==> config.mk <==
export PLATFORM = sky130hd
export DESIGN_NAME = instr_index_sequencer
export DESIGN_NICKNAME = d
export VERILOG_FILES = /design/src/rtl/instr_index_sequencer_pkg.sv /design/src/rtl/instr_index_sequencer_map_table.sv /design/src/rtl/instr_index_sequencer.sv
export SDC_FILE = /design/constraint.sdc
export NUM_CORES = 1
export LEC_CHECK = 0
export ABC_CLOCK_PERIOD_IN_PS = 2600
export CELL_PAD_IN_SITES_DETAIL_PLACEMENT = 1
export CELL_PAD_IN_SITES_GLOBAL_PLACEMENT = 2
export CORE_ASPECT_RATIO = 1.2
export CORE_MARGIN = 2
export CORE_UTILIZATION = 42
export DETAILED_ROUTE_END_ITERATION = 12
export PLACE_DENSITY = 0.89
export SYNTH_ARGS = -nofsm -noshare
export SYNTH_HDL_FRONTEND = slang
export SYNTH_SLANG_ARGS = --single-unit
==> constraint.sdc <==
create_clock -name clk -period 2.6 [get_ports clk]
set_clock_uncertainty 0.15 [all_clocks]
set_input_delay 0.65 -clock clk [delete_from_list [all_inputs] [get_ports clk]]
set_output_delay 0.65 -clock clk [all_outputs]
set_load 0.05 [all_outputs]
==> src/rtl/instr_index_sequencer_pkg.sv <==
// Shared types for instr_index_sequencer: sequencing states, default depth, index type.
// Optional duplicate-index checking is enabled by defining MAP_CHECK_EN.
package instr_index_sequencer_pkg;

    localparam int unsigned BS_DEFAULT = 16;
    localparam int unsigned IW_DEFAULT = $clog2(BS_DEFAULT);

    typedef logic [IW_DEFAULT-1:0] idx_t;

    typedef enum logic [1:0] {
        FILL,
        MAP,
        DRAIN,
        DONE
    } seq_state_t;

endpackage

==> src/rtl/instr_index_sequencer_map_table.sv <==
// index_map_table: bs x iw mapping register file, identity reset, one write and one read port.
// With MAP_CHECK_EN defined, a seen-vector flags duplicate indices on o_map_err (sticky).
module index_map_table
    import instr_index_sequencer_pkg::*;
#(
    parameter int unsigned bs = BS_DEFAULT,
    localparam int unsigned iw = $clog2(bs)
) (
    input  logic          clk,
    input  logic          rst,
    input  logic          i_wr_en,
    input  logic [iw-1:0] i_wr_addr,
    input  logic [iw-1:0] i_wr_data,
    input  logic [iw-1:0] i_rd_addr,
    output logic [iw-1:0] o_rd_data
`ifdef MAP_CHECK_EN
    ,
    output logic          o_map_err
`endif
);

    logic [iw-1:0] r_mem [bs];

    always_ff @(posedge clk) begin
        if (rst) begin
            for (int unsigned i = 0; i < bs; i++) begin
                r_mem[i] <= iw'(i);
            end
        end else if (i_wr_en) begin
            r_mem[i_wr_addr] <= i_wr_data;
        end
    end

    // Write-through read so a slot-0 write on the FILL->MAP edge reaches the first mapped index.
    assign o_rd_data = (i_wr_en && (i_wr_addr == i_rd_addr)) ? i_wr_data : r_mem[i_rd_addr];

`ifdef MAP_CHECK_EN
    logic [bs-1:0] r_seen;
    logic          r_err;
    logic [iw-1:0] w_old;
    logic          w_dup;

    assign w_old = r_mem[i_wr_addr];
    assign w_dup = (i_wr_data != w_old) && r_seen[i_wr_data];

    always_ff @(posedge clk) begin
        if (rst) begin
            r_seen <= '1;
            r_err  <= 1'b0;
        end else if (i_wr_en) begin
            r_seen[w_old]     <= 1'b0;
            r_seen[i_wr_data] <= 1'b1;
            if (w_dup) begin
                r_err <= 1'b1;
            end
        end
    end

    assign o_map_err = r_err;
`endif

endmodule

==> src/rtl/instr_index_sequencer.sv <==
// Issues buffer indices: linear fill, then mapped order after start, then a bs-entry drain.
// Define MAP_CHECK_EN to add the map_err duplicate-index output.
module instr_index_sequencer
    import instr_index_sequencer_pkg::*;
#(
    parameter int unsigned bs = BS_DEFAULT,
    localparam int unsigned iw = $clog2(bs)
) (
    input  logic          clk,
    input  logic          rst,
    input  logic          stall,
    input  logic          start,
    input  logic          stream_end,
    input  logic          map_wr_en,
    input  logic [iw-1:0] map_wr_addr,
    input  logic [iw-1:0] map_wr_data,
    output logic [iw-1:0] buffer_index,
    output logic          map_active,
    output logic          done
`ifdef MAP_CHECK_EN
    ,
    output logic          map_err
`endif
);

    seq_state_t    r_state, w_state_nxt;
    logic [iw-1:0] r_idx, w_idx_nxt;
    logic [iw-1:0] r_ptr, w_ptr_nxt;
    logic [iw-1:0] r_cnt, w_cnt_nxt;
    logic          r_map_active, r_done;
    logic [iw-1:0] w_map_data;
    logic          w_tbl_wr_en;

    assign w_tbl_wr_en = map_wr_en && (r_state == FILL);

    index_map_table #(
        .bs(bs)
    ) u_map (
        .clk       (clk),
        .rst       (rst),
        .i_wr_en   (w_tbl_wr_en),
        .i_wr_addr (map_wr_addr),
        .i_wr_data (map_wr_data),
        .i_rd_addr (r_ptr),
        .o_rd_data (w_map_data)
`ifdef MAP_CHECK_EN
        ,
        .o_map_err (map_err)
`endif
    );

    always_comb begin
        w_state_nxt = r_state;
        w_idx_nxt   = r_idx;
        w_ptr_nxt   = r_ptr;
        w_cnt_nxt   = r_cnt;
        if (!stall) begin
            case (r_state)
                FILL: begin
                    if (start) begin
                        w_state_nxt = MAP;
                        w_idx_nxt   = w_map_data;
                        w_ptr_nxt   = r_ptr + iw'(1);
                    end else begin
                        w_idx_nxt = r_idx + iw'(1);
                    end
                end
                MAP: begin
                    w_idx_nxt = w_map_data;
                    w_ptr_nxt = r_ptr + iw'(1);
                    if (stream_end) begin
                        w_state_nxt = DRAIN;
                        w_cnt_nxt   = iw'(bs - 1);
                    end
                end
                DRAIN: begin
                    w_idx_nxt = w_map_data;
                    w_ptr_nxt = r_ptr + iw'(1);
                    if (r_cnt == '0) begin
                        w_state_nxt = DONE;
                    end else begin
                        w_cnt_nxt = r_cnt - iw'(1);
                    end
                end
                DONE: begin
                    w_state_nxt = DONE;
                end
            endcase
        end
    end

    always_ff @(posedge clk) begin
        if (rst) begin
            r_state      <= FILL;
            r_idx        <= '0;
            r_ptr        <= '0;
            r_cnt        <= '0;
            r_map_active <= 1'b0;
            r_done       <= 1'b0;
        end else begin
            r_state      <= w_state_nxt;
            r_idx        <= w_idx_nxt;
            r_ptr        <= w_ptr_nxt;
            r_cnt        <= w_cnt_nxt;
            r_map_active <= (w_state_nxt == MAP) || (w_state_nxt == DRAIN);
            r_done       <= (w_state_nxt == DONE);
        end
    end

    assign buffer_index = r_idx;
    assign map_active   = r_map_active;
    assign done         = r_done;

endmodule

---- Word-level counts from Yosys, hierarchy flattened ----
Memories as Yosys holds them, arrays and structs flattened. A register that Yosys moved wholly into a read port is not among the register bits.
Cells that the tools add are included.
Widths: inputs -> output; s select.
storage, ports and cells
  output and inout port bits .............. 6
  memories kept ........................... 1
  logic and storage cells ................. 56
  register bits after elaboration ......... 16
  input bits .............................. 14
  bits in writable memories ............... 64
operators by class
  eq/ne operators ......................... 10
  add/subtract/negate cells ............... 3
  mux-type cells .......................... 23
  bitwise gates (word level) .............. 1
  reduce and logical (&&, ||, !) cells .... 12
memory list
  memory       words  bits a word  rd ports  clocked after Yosys merged registers in  wr ports  RTL line                               source
  u_map.r_mem  16     4            1         1                                        16        instr_index_sequencer_map_table.sv:22  logic [iw-1:0] r_mem [bs];
operators by type and width
  cell                 number
  $mux 4               9
  $pmux 4 s2           3
  $add 4x1->4 const B  2
  $eq 2x2->1 const B   4
  $mux 2               4
  $pmux 2 s4           1
  $mux 1               6
  $ne 2x2->1 const B   3
  $eq 2x1->1 const B   2
  $eq 4x4->1           1
  $logic_not 4->1      1
  $reduce_and 4->1     1
  $reduce_bool 2->1    2
  $reduce_or 4->1      1
  $sub 4x1->4 const B  1
  $reduce_and 3->1     1
  $logic_and 1x1->1    2
  $logic_not 2->1      1
  $reduce_and 2->1     1
  $reduce_or 2->1      1
  $logic_or 1x1->1     1
  $not 1->1            1

---- Depth between registers and ports, before layout ----
  depth in word-level cells ............... 7
  gate-level depth with buffers ........... 9
  gate-level depth less buffers ........... 8

---- Hierarchy ----
Synthesis repeated with hierarchy kept, for this count alone.
unflattened totals
  cell total of the unflattened synthesis .. 335
  area, all modules ....................... 4257.8 µm²
by module, submodules not included
  module                 cells each  sequential area each (µm²)  times used  area each (µm²)
  index_map_table        225         1921.8                      1           3288.2
  instr_index_sequencer  110         320.3                       1           969.7

---- Worst setup path after synthesis ----
Ideal clock, no wire load.
  path type ............................... in2reg
  start point ............................. in rst
  end point ............................... mem u_map.r_mem[14][0] (netlist name) (enable)
  slack ................................... 0.449 ns
  library setup time ...................... 0.263 ns
  path buffers ............................ 2
  data arrival time ....................... 1.737 ns
  required time ........................... 2.187 ns
  stages on the path ...................... 6
  path through ............................ clkbuf_1 -> and3b_1 -> nand3_1 -> clkbuf_1 -> nor2_1 -> or2_1
RTL lines
  element             RTL line                               source
  start: declaration  instr_index_sequencer.sv:10            input logic rst,
  end: declaration    instr_index_sequencer_map_table.sv:22

---- Worst setup path after layout ----
  start point ............................. reg r_idx[0] (netlist: buffer_index[0])
  end point ............................... out buffer_index[0]
RTL lines
  element                   RTL line                      source
  start: declaration        instr_index_sequencer.sv:27   logic [iw-1:0] r_idx, w_idx_nxt;
  start signal: assignment  instr_index_sequencer.sv:102  r_idx <= w_idx_nxt;
  end: declaration          instr_index_sequencer.sv:17   output logic [iw-1:0] buffer_index,
No word-level cell between the ends.

==> flow_metrics.env <==
export IMPL_die_y_um=113
export IMPL_hpwl_um=7290
export IMPL_grt_pass1_wl_um=15900
export IMPL_die_x_um=95.1
export IMPL_worst_pin_slew_ps=493
export IMPL_drt_first_pass_iters=4
export IMPL_fin_nets=402
export IMPL_outcome="finished clean"
export IMPL_yosysSeqAreaShare_pct=55.5
export IMPL_antenna_cells=0
export IMPL_cp_arrival_ps=1610
export IMPL_clockRootBuffer="clkbuf_16"
export IMPL_rsz0062_at_grt="no"
export IMPL_clock_sinks=84
export IMPL_syn_to_final_growth_pct=18.4
export IMPL_power_density_nw_per_um2=660
export IMPL_synth_cell_types=38
export IMPL_hold_class="flip-flop to flip-flop"
export IMPL_cp_slowest_cell="clkdlybuf4s50_1"
export IMPL_vdd_ir_drop_worst_mv=0.357
export IMPL_h_tree_depth=3
export IMPL_cts_tree="built"
export IMPL_power_leakage_nw=1.70
export IMPL_synth_xor_xnor_area_share_pct=1.46
export IMPL_slowest_delay_ps=840
export IMPL_post_synth_top_area_cell="edfxtp_1"
export IMPL_grt_overflow_total=0
export IMPL_start_kind="flip-flop"
export IMPL_routed_wl_um=10000
export IMPL_insertion_delay_ps=340
export IMPL_finalCritPeriodShare_pct=92.8
export IMPL_final_cell_mix="edfxtp_1, and2_1, buf_4"
export IMPL_drt_iter0_drc=110
export IMPL_drc=0
export IMPL_synthCells=337
export IMPL_start_util_pct=43.5
export IMPL_synthTopCellsByArea="edfxtp_1, dfxtp_1, mux4_1, and2_1, or3_1"
export IMPL_gp_congestion=0.844
export IMPL_postRouteAntennaNets=0
export IMPL_rr_worst_depth=6
export IMPL_synth_top_family_by_area="simple AND/OR/NAND/NOR gates"
export IMPL_grt_pass1_vias=3042
export IMPL_fillCellCount=1003
export IMPL_yosys_mux_area_fraction_pct=11.1
export IMPL_critPathMaxFanout=7
export IMPL_num_rows=39
export IMPL_synth_top_area_share_pct=45.9
export IMPL_grt_usage_pct=20.3
export IMPL_critPathRequiredTime_ps=1800
export IMPL_cts_hold_buffers_added=0
export IMPL_clk_pin_slew_ps=60
export IMPL_relSlewSlack_pct=67.0
export IMPL_cts_path_max_buffers=2
export IMPL_syn_nets=361
export IMPL_syn_avg_cell_area_um2=12.4
export IMPL_ys_ff_latch=84
export IMPL_drive_above_1_share_pct=13.8
export IMPL_synthAdderAreaFrac_pct=2.99
export IMPL_max_cap_violations=0
export IMPL_final_hold_viol_count=0
export IMPL_finalNonFillerCells=506
export IMPL_top_layer="met4"
export IMPL_layout_commonest_cell="edfxtp_1"
export IMPL_dp_slack_ps=-83.1
export IMPL_endpoint_kind="primary output"
export IMPL_vias=2807
export IMPL_layout_min_cycle_time_ps=2410
export IMPL_ctsResizeCount=0
export IMPL_slew_violations=0
export IMPL_synth_area_um2=4190
export IMPL_ios=20
export IMPL_route_met3_wl_um=297
export IMPL_wl_met2_um=5440
export IMPL_cts_setup_buffers=0
export IMPL_antenna_found_initial=0
export IMPL_port_buffers=19
export IMPL_critPathBufInv=1
export IMPL_place_inst=490
export IMPL_core_area_um2=9610
export IMPL_finalSetupViolations=0
export IMPL_fmax_mhz=414
export IMPL_grt_max_degree=22
export IMPL_cp_cell_sequence="clkdlybuf4s50_1"
export IMPL_synth_compound_area_share_pct=5.26
export IMPL_wl_met1_um=4100
export IMPL_yosys_warnings=0
export IMPL_vias_per_cell=5.55
export IMPL_yosys_area_share_simple_pct=20.7
export IMPL_hold_path_depth=2
export IMPL_worst_slack_ps=187
export IMPL_wl_per_cell_um=19.8
export IMPL_critPathKind="flip-flop to primary output"
export IMPL_critPathTopFamily="buffers and inverters"
export IMPL_cp_depth=1
export IMPL_dieArea_um2=10800
export IMPL_cts_buffers=9
## sequential cells by signal, summed over array words and instances (netlist names), named ones only
name	flops
map_active	1
buffer_index	4
r_state	2
done	1
r_cnt	4
u_map.r_mem	64
r_ptr	4
## through the flow
stage | power (W) | hold slack [ps] | utilization (%) | cell area [um^2] | TNS [ps]
6_report | 0.00327 | 369 | 51.6 | 4960 | 0
5_1_grt | 0.00340 | 402 | 51.6 | 4960 | 0
4_1_cts | 0.00330 | 377 | 51.6 | 4960 | 0
3_5_place_dp | 0.00204 | 369 | 48.5 | 4660 | -775
3_3_place_gp | 0.00202 | 346 | 48.5 | 4660 | 0
2_1_floorplan | 0.00187 | 322 | - | 4190 | 0
## cell type report
cell class | count | area (um^2) | share of cell area [%]
clock buffer | 9 | 225 | 4.54
clock inverter | 7 | 67.6 | 1.36
inverter | 5 | 18.8 | 0.379
multi-input combinational | 227 | 1740 | 35.1
sequential | 84 | 2320 | 46.8
tap | 123 | 154 | 3.10
timing repair buffer | 51 | 430 | 8.68
## layer usage
layer / global-route usage [%] / up-vias
li1: - / 1328
met1: 23.5 / 1411
met2: 36.5 / 53
met3: 3.60 / 15
met4: 8.02 / 0
met5: 0 / -
## kinds of logic after synthesis
logic type,Yosys count
flip-flops,84
buffers and inverters,26
XOR/XNOR,7
AO/OA/AOI/OAI,32
multiplexers,22
AND/OR/NAND/NOR,156
adder cells (fa/ha/maj),10
## final timing paths
| check | startpoint | slack [ps] | to |
|---|---|---|---|
| worst max-delay path | buffer_index[0]$_SDFFE_PP0P_ | 190 | buffer_index[0] |
| worst min-delay path | r_cnt[1]$_SDFFE_PP0P_ | 370 | r_cnt[1]$_SDFFE_PP0P_ |
| worst max register to register | r_state[1]$_SDFF_PP0_ | 300 | u_map.r_mem[7][0]$_SDFFCE_PN1P_ |
| worst min register to register | r_cnt[1]$_SDFFE_PP0P_ | 370 | r_cnt[1]$_SDFFE_PP0P_ |
## synthesized netlist by cell type, drive strengths merged
cell type / number
nand2: 14
nand2b: 6
a211o: 3
xor2: 5
dfxtp: 20
ha: 10
nor2: 27
and3b: 1
nand4: 2
or3: 28
clkbuf: 17
o21ai: 7
a21oi: 6
inv: 5
a31oi: 1
a211oi: 4
mux2i: 6
nor3b: 2
a22oi: 4
nor2b: 7
nand3: 12
o21bai: 1
xnor2: 2
buf: 4
or2: 16
mux4: 16
o22ai: 1
o21a: 1
a311oi: 4
edfxtp: 64
nor3: 9
and2: 32
## where the power goes
part | switching, W | internal, W
logic | 0.000267 | 0.000208
registers | 0.0000401 | 0.00149
clock network | 0.000528 | 0.000738
Power figures use the tool's default switching activity.
==> variant 1, RTL diff (config.mk and constraints unchanged) <==
Set the package constant `BS_DEFAULT` to 32 (it was 16).
--- a/src/rtl/instr_index_sequencer_pkg.sv
+++ b/src/rtl/instr_index_sequencer_pkg.sv
@@ -2,7 +2,7 @@
 // Optional duplicate-index checking is enabled by defining MAP_CHECK_EN.
 package instr_index_sequencer_pkg;
 
-    localparam int unsigned BS_DEFAULT = 16;
+    localparam int unsigned BS_DEFAULT = 32;
     localparam int unsigned IW_DEFAULT = $clog2(BS_DEFAULT);
 
     typedef logic [IW_DEFAULT-1:0] idx_t;
Ports: changed (resized buffer_index, map_wr_addr and map_wr_data); port bits go from 20 to 23. The function was not compared with the original's and may differ.
==> variant 1 against the unedited design <==
Combinational power rose by 61%; register-to-register slack got worse by 190 ps; area after synthesis rose by 110%; final area rose by 110%; wire length rose to 2.6 times the old value; largest cell class unchanged; worst setup slack got worse by 97 ps; core utilization fell by 1.2 points; sequential cell count rose by 100; final cell count rose by 110%; clock power rose by 95%; synthesized cell count rose by 100%; power rose by 100%; critical path depth did not move; critical path type unchanged.
==> variant 1: results (changes against the unedited design) <==
finish:
  fin_nets: 794  # +98%
  n_fill_cell: 2140  # +110%
  largest-register: "u_map.r_mem"
  drive_gt1_share_pct: 21.1  # +7.3 points
  largest_reg_flops: 160  # +150%
grt:
  grt_pass1_vias: 6669  # +120%
  grt_max_degree: 41  # +86%
  grt_pass1_wl_um: 39900  # +150%
  antenna_found_initial: 1  # +1
  grt_usage_pct: 24.7  # +4.5 points
setup_path:
  crit_path_max_fanout: 6  # -1
  cp.arrival_ps: 1710  # +100 ps
  worstSetupEndpoint: "buffer_index[3]"
  crit_path_start: "buffer_index[3]"
  crit_slowest_cell: "clkdlybuf4s50_1"
  critPathTopFamily: "buffers and inverters"
  r2r_end: "u_map.r_mem[3][1]"
  slowest_delay_ps: 850
  worst-r2r-cell-count: 9  # +3
  r2r_slack_ps: 110  # -190 ps
run_status:
  outcome: "finished, final reports clean"
routing:
  via_count: 6312  # +120%
  drt_iter0_drc: 506  # +360%
  avgRoutedWirePerCell_um: 25.1  # +27%
  wirelength_um: 26400  # +160%
  dr.pass1.iters: 5  # +1
synth:
  synthMuxAreaShare_pct: 12.7  # +1.6 points
  synth_xor_area_share_pct: 1.19  # -0.28 points
  synth_edf_count: 160  # +150%
  synth-compound-area-share_pct: 4.85  # -0.41 points
  synthAdderAreaFrac_pct: 1.41  # -1.6 points
  synth_nets: 705  # +95%
  ys_seq_area_share_pct: 59.7  # +4.2 points
  synthFlopType: "edfxtp_1"
  synth_commonest_cells: "160 x edfxtp_1, 72 x nand2_1, 67 x nor3_1, 56 x nor2_1, 39 x clkbuf_1"
  avgSynthCellArea_um2: 13.0  # +5.0%
  yosys-top-cells-area: "edfxtp_1 54%, mux4_1 8.0%, dfxtp_1 5.4%"
  ys_types: 52  # +37%
clock_network:
  clock_latency_ps: 440  # +100 ps
  cts_resized: 0  # unchanged
  h-tree-depth: 4  # +1
  cts_buffers: 17  # +8
  cts_setup_buffers: 0  # unchanged
power:
  power.leakage_uw: 0.00331  # +95%
  p_sw_share_pct: 24.8  # -0.73 points
  ir_drop_mv: 0.419  # +17%
placement:
  io_buffers: 22  # +3
  dp_cells: 1019  # +110%
  dpl.hpwl_um: 18100  # +150%
  placed_cell_area_um2: 9930  # +110%
  gp_congestion: 0.846  # +0.25%
  pre_cts_ws_ps: -296  # -213 ps
timing:
  finalWorstSetupSlack_ps: 90.0  # -96.7 ps
  fin_hold_ws_ps: 392  # +23.4 ps
  slew_headroom_pct: 66.3  # -0.76 points
hold_path:
  hp-class: "flip-flop to flip-flop"
  hold_start: "r_cnt[0]"
  min_to: "r_cnt[0]"
  hold_depth: 1  # -1
-- variant 1: layer usage --
metal	GRT usage (%)	vias up	share of wire, %
met2	43.0	269	52
met5	0	-	0
met3	4.19	78	4.7
met1	28.7	3213	38
met4	13.9	0	5.1
li1	-	2752	-
-- variant 1: power by group through the flow --
stage | clock network [uW] | logic [uW] | registers [uW]
after detailed placement | 0 | 751 | 3390
after global routing | 2590 | 807 | 3330
after global placement | 0 | 716 | 3380
after floorplan | 0 | 413 | 3400
after CTS | 2510 | 760 | 3320
final | 2480 | 764 | 3320
-- variant 1: area by class of cell --
class | instances | area, um^2 | area share (%)
clock buffers | 21 | 450 | 4.30
inverters | 14 | 52.6 | 0.501
multi-input cells | 424 | 3160 | 30.1
flip-flops and latches | 184 | 5290 | 50.4
well taps | 270 | 338 | 3.22
repair buffers | 127 | 1100 | 10.5
clock inverters | 11 | 103 | 0.979
==> variant 2, RTL diff (same flow settings) <==
Made on the original files. Re-encode `seq_state_t` (4 states) as one-hot, 4 bits wide.
--- a/src/rtl/instr_index_sequencer_pkg.sv
+++ b/src/rtl/instr_index_sequencer_pkg.sv
@@ -7,11 +7,11 @@
 
     typedef logic [IW_DEFAULT-1:0] idx_t;
 
-    typedef enum logic [1:0] {
-        FILL,
-        MAP,
-        DRAIN,
-        DONE
+    typedef enum logic [3:0] {
+        FILL  = 4'b0001,
+        MAP   = 4'b0010,
+        DRAIN = 4'b0100,
+        DONE  = 4'b1000
     } seq_state_t;
 
 endpackage
Function: no difference found for any inputs over 10 cycles, from zero or initial values and one cycle with rst high; not proved beyond that.
==> variant 2 against the unedited design <==
Sequential share of layout area up 0.20 points; sequential power about the same; first-iteration DRC count up 3.6%; critical path type is now flip-flop to flip-flop; synthesized cell count up 2.4%; area after synthesis down 0.39%; power down 2.3%; largest cell class unchanged; critical endpoint is now u_map.r_mem[3][1]; worst setup slack better by 23 ps; final cell count up 3.2%; die area down 0.37%; final area up 1.3%; wire length up 8.1%; sequential cell count up 2.
==> variant 2: results (changes against the unedited design) <==
synth:
  ys_types: 49  # +29%
  synth_nets: 362  # +0.28%
  synth_xor_area_share_pct: 2.10  # +0.64 points
  synth-compound-area-share_pct: 6.90  # +1.6 points
  syn_inst: 345  # +2.4%
  synthAdderAreaFrac_pct: 0.900  # -2.1 points
  synthMuxAreaShare_pct: 10.3  # -0.86 points
run_status:
  outcome: "finished, final reports clean"
grt:
  grt_pass1_vias: 3233  # +6.3%
  grt_max_degree: 21  # -4.5%
  grt_pass1_wl_um: 17300  # +8.6%
setup_path:
  slowest_delay_ps: 590  # -250 ps
  cp.arrival_ps: 2270  # +660 ps
  critPathTopFamily: "simple AND/OR/NAND/NOR gates"
  r2r_end: "u_map.r_mem[3][1]"
timing:
  fin_hold_ws_ps: 346  # -22.6 ps
finish:
  drive_gt1_share_pct: 20.8  # +7.0 points
  fin_nets: 411  # +2.2%
placement:
  pre_cts_ws_ps: -81.6  # +1.41 ps
  dpl.hpwl_um: 7980  # +9.6%
  dp_cells: 506  # +3.3%
  gp_congestion: 0.762  # -9.7%
hold_path:
  min_to: "r_cnt[3]"
  hold_start: "r_cnt[3]"
power:
  p_sw_share_pct: 23.7  # -1.8 points
  combPwrFrac_pct: 11.7  # -2.8 points
  ir_drop_mv: 0.452  # +26%
routing:
  via_per_inst: 5.59  # +0.73%
  drt_iter0_drc: 114  # +3.6%
  via_count: 2917  # +3.9%
## variant 2: worst max path at each step
stage / from / slack (ps) / endpoint
finish: r_state[1] / 210 / u_map.r_mem[3][1]
global route: r_state[1] / 90 / u_map.r_mem[3][0]
CTS: r_state[1] / 200 / u_map.r_mem[3][2]
detailed placement: map_wr_en / -80 / u_map.r_mem[3][0]
global placement: map_wr_en / -0.9 / u_map.r_mem[3][0]
floorplan: r_state[0] / 250 / u_map.r_mem[9][0]
## variant 2: cell type report
type | instances | area, um^2 | share of cell area [%]
sequential | 86 | 2360 | 47.0
tap | 123 | 154 | 3.07
clock buffer | 12 | 246 | 4.91
clock inverter | 4 | 46.3 | 0.922
inverter | 9 | 33.8 | 0.673
timing repair buffer | 62 | 513 | 10.2
multi-input combinational | 226 | 1670 | 33.2
## variant 2: per-layer routing
layer	up-vias	GRT usage, %	part of all wire [%]
met5	-	0	0
met4	0	7.63	1.8
met3	15	4.93	3.8
met2	66	39.3	53
met1	1466	26.1	41
li1	1370	-	-
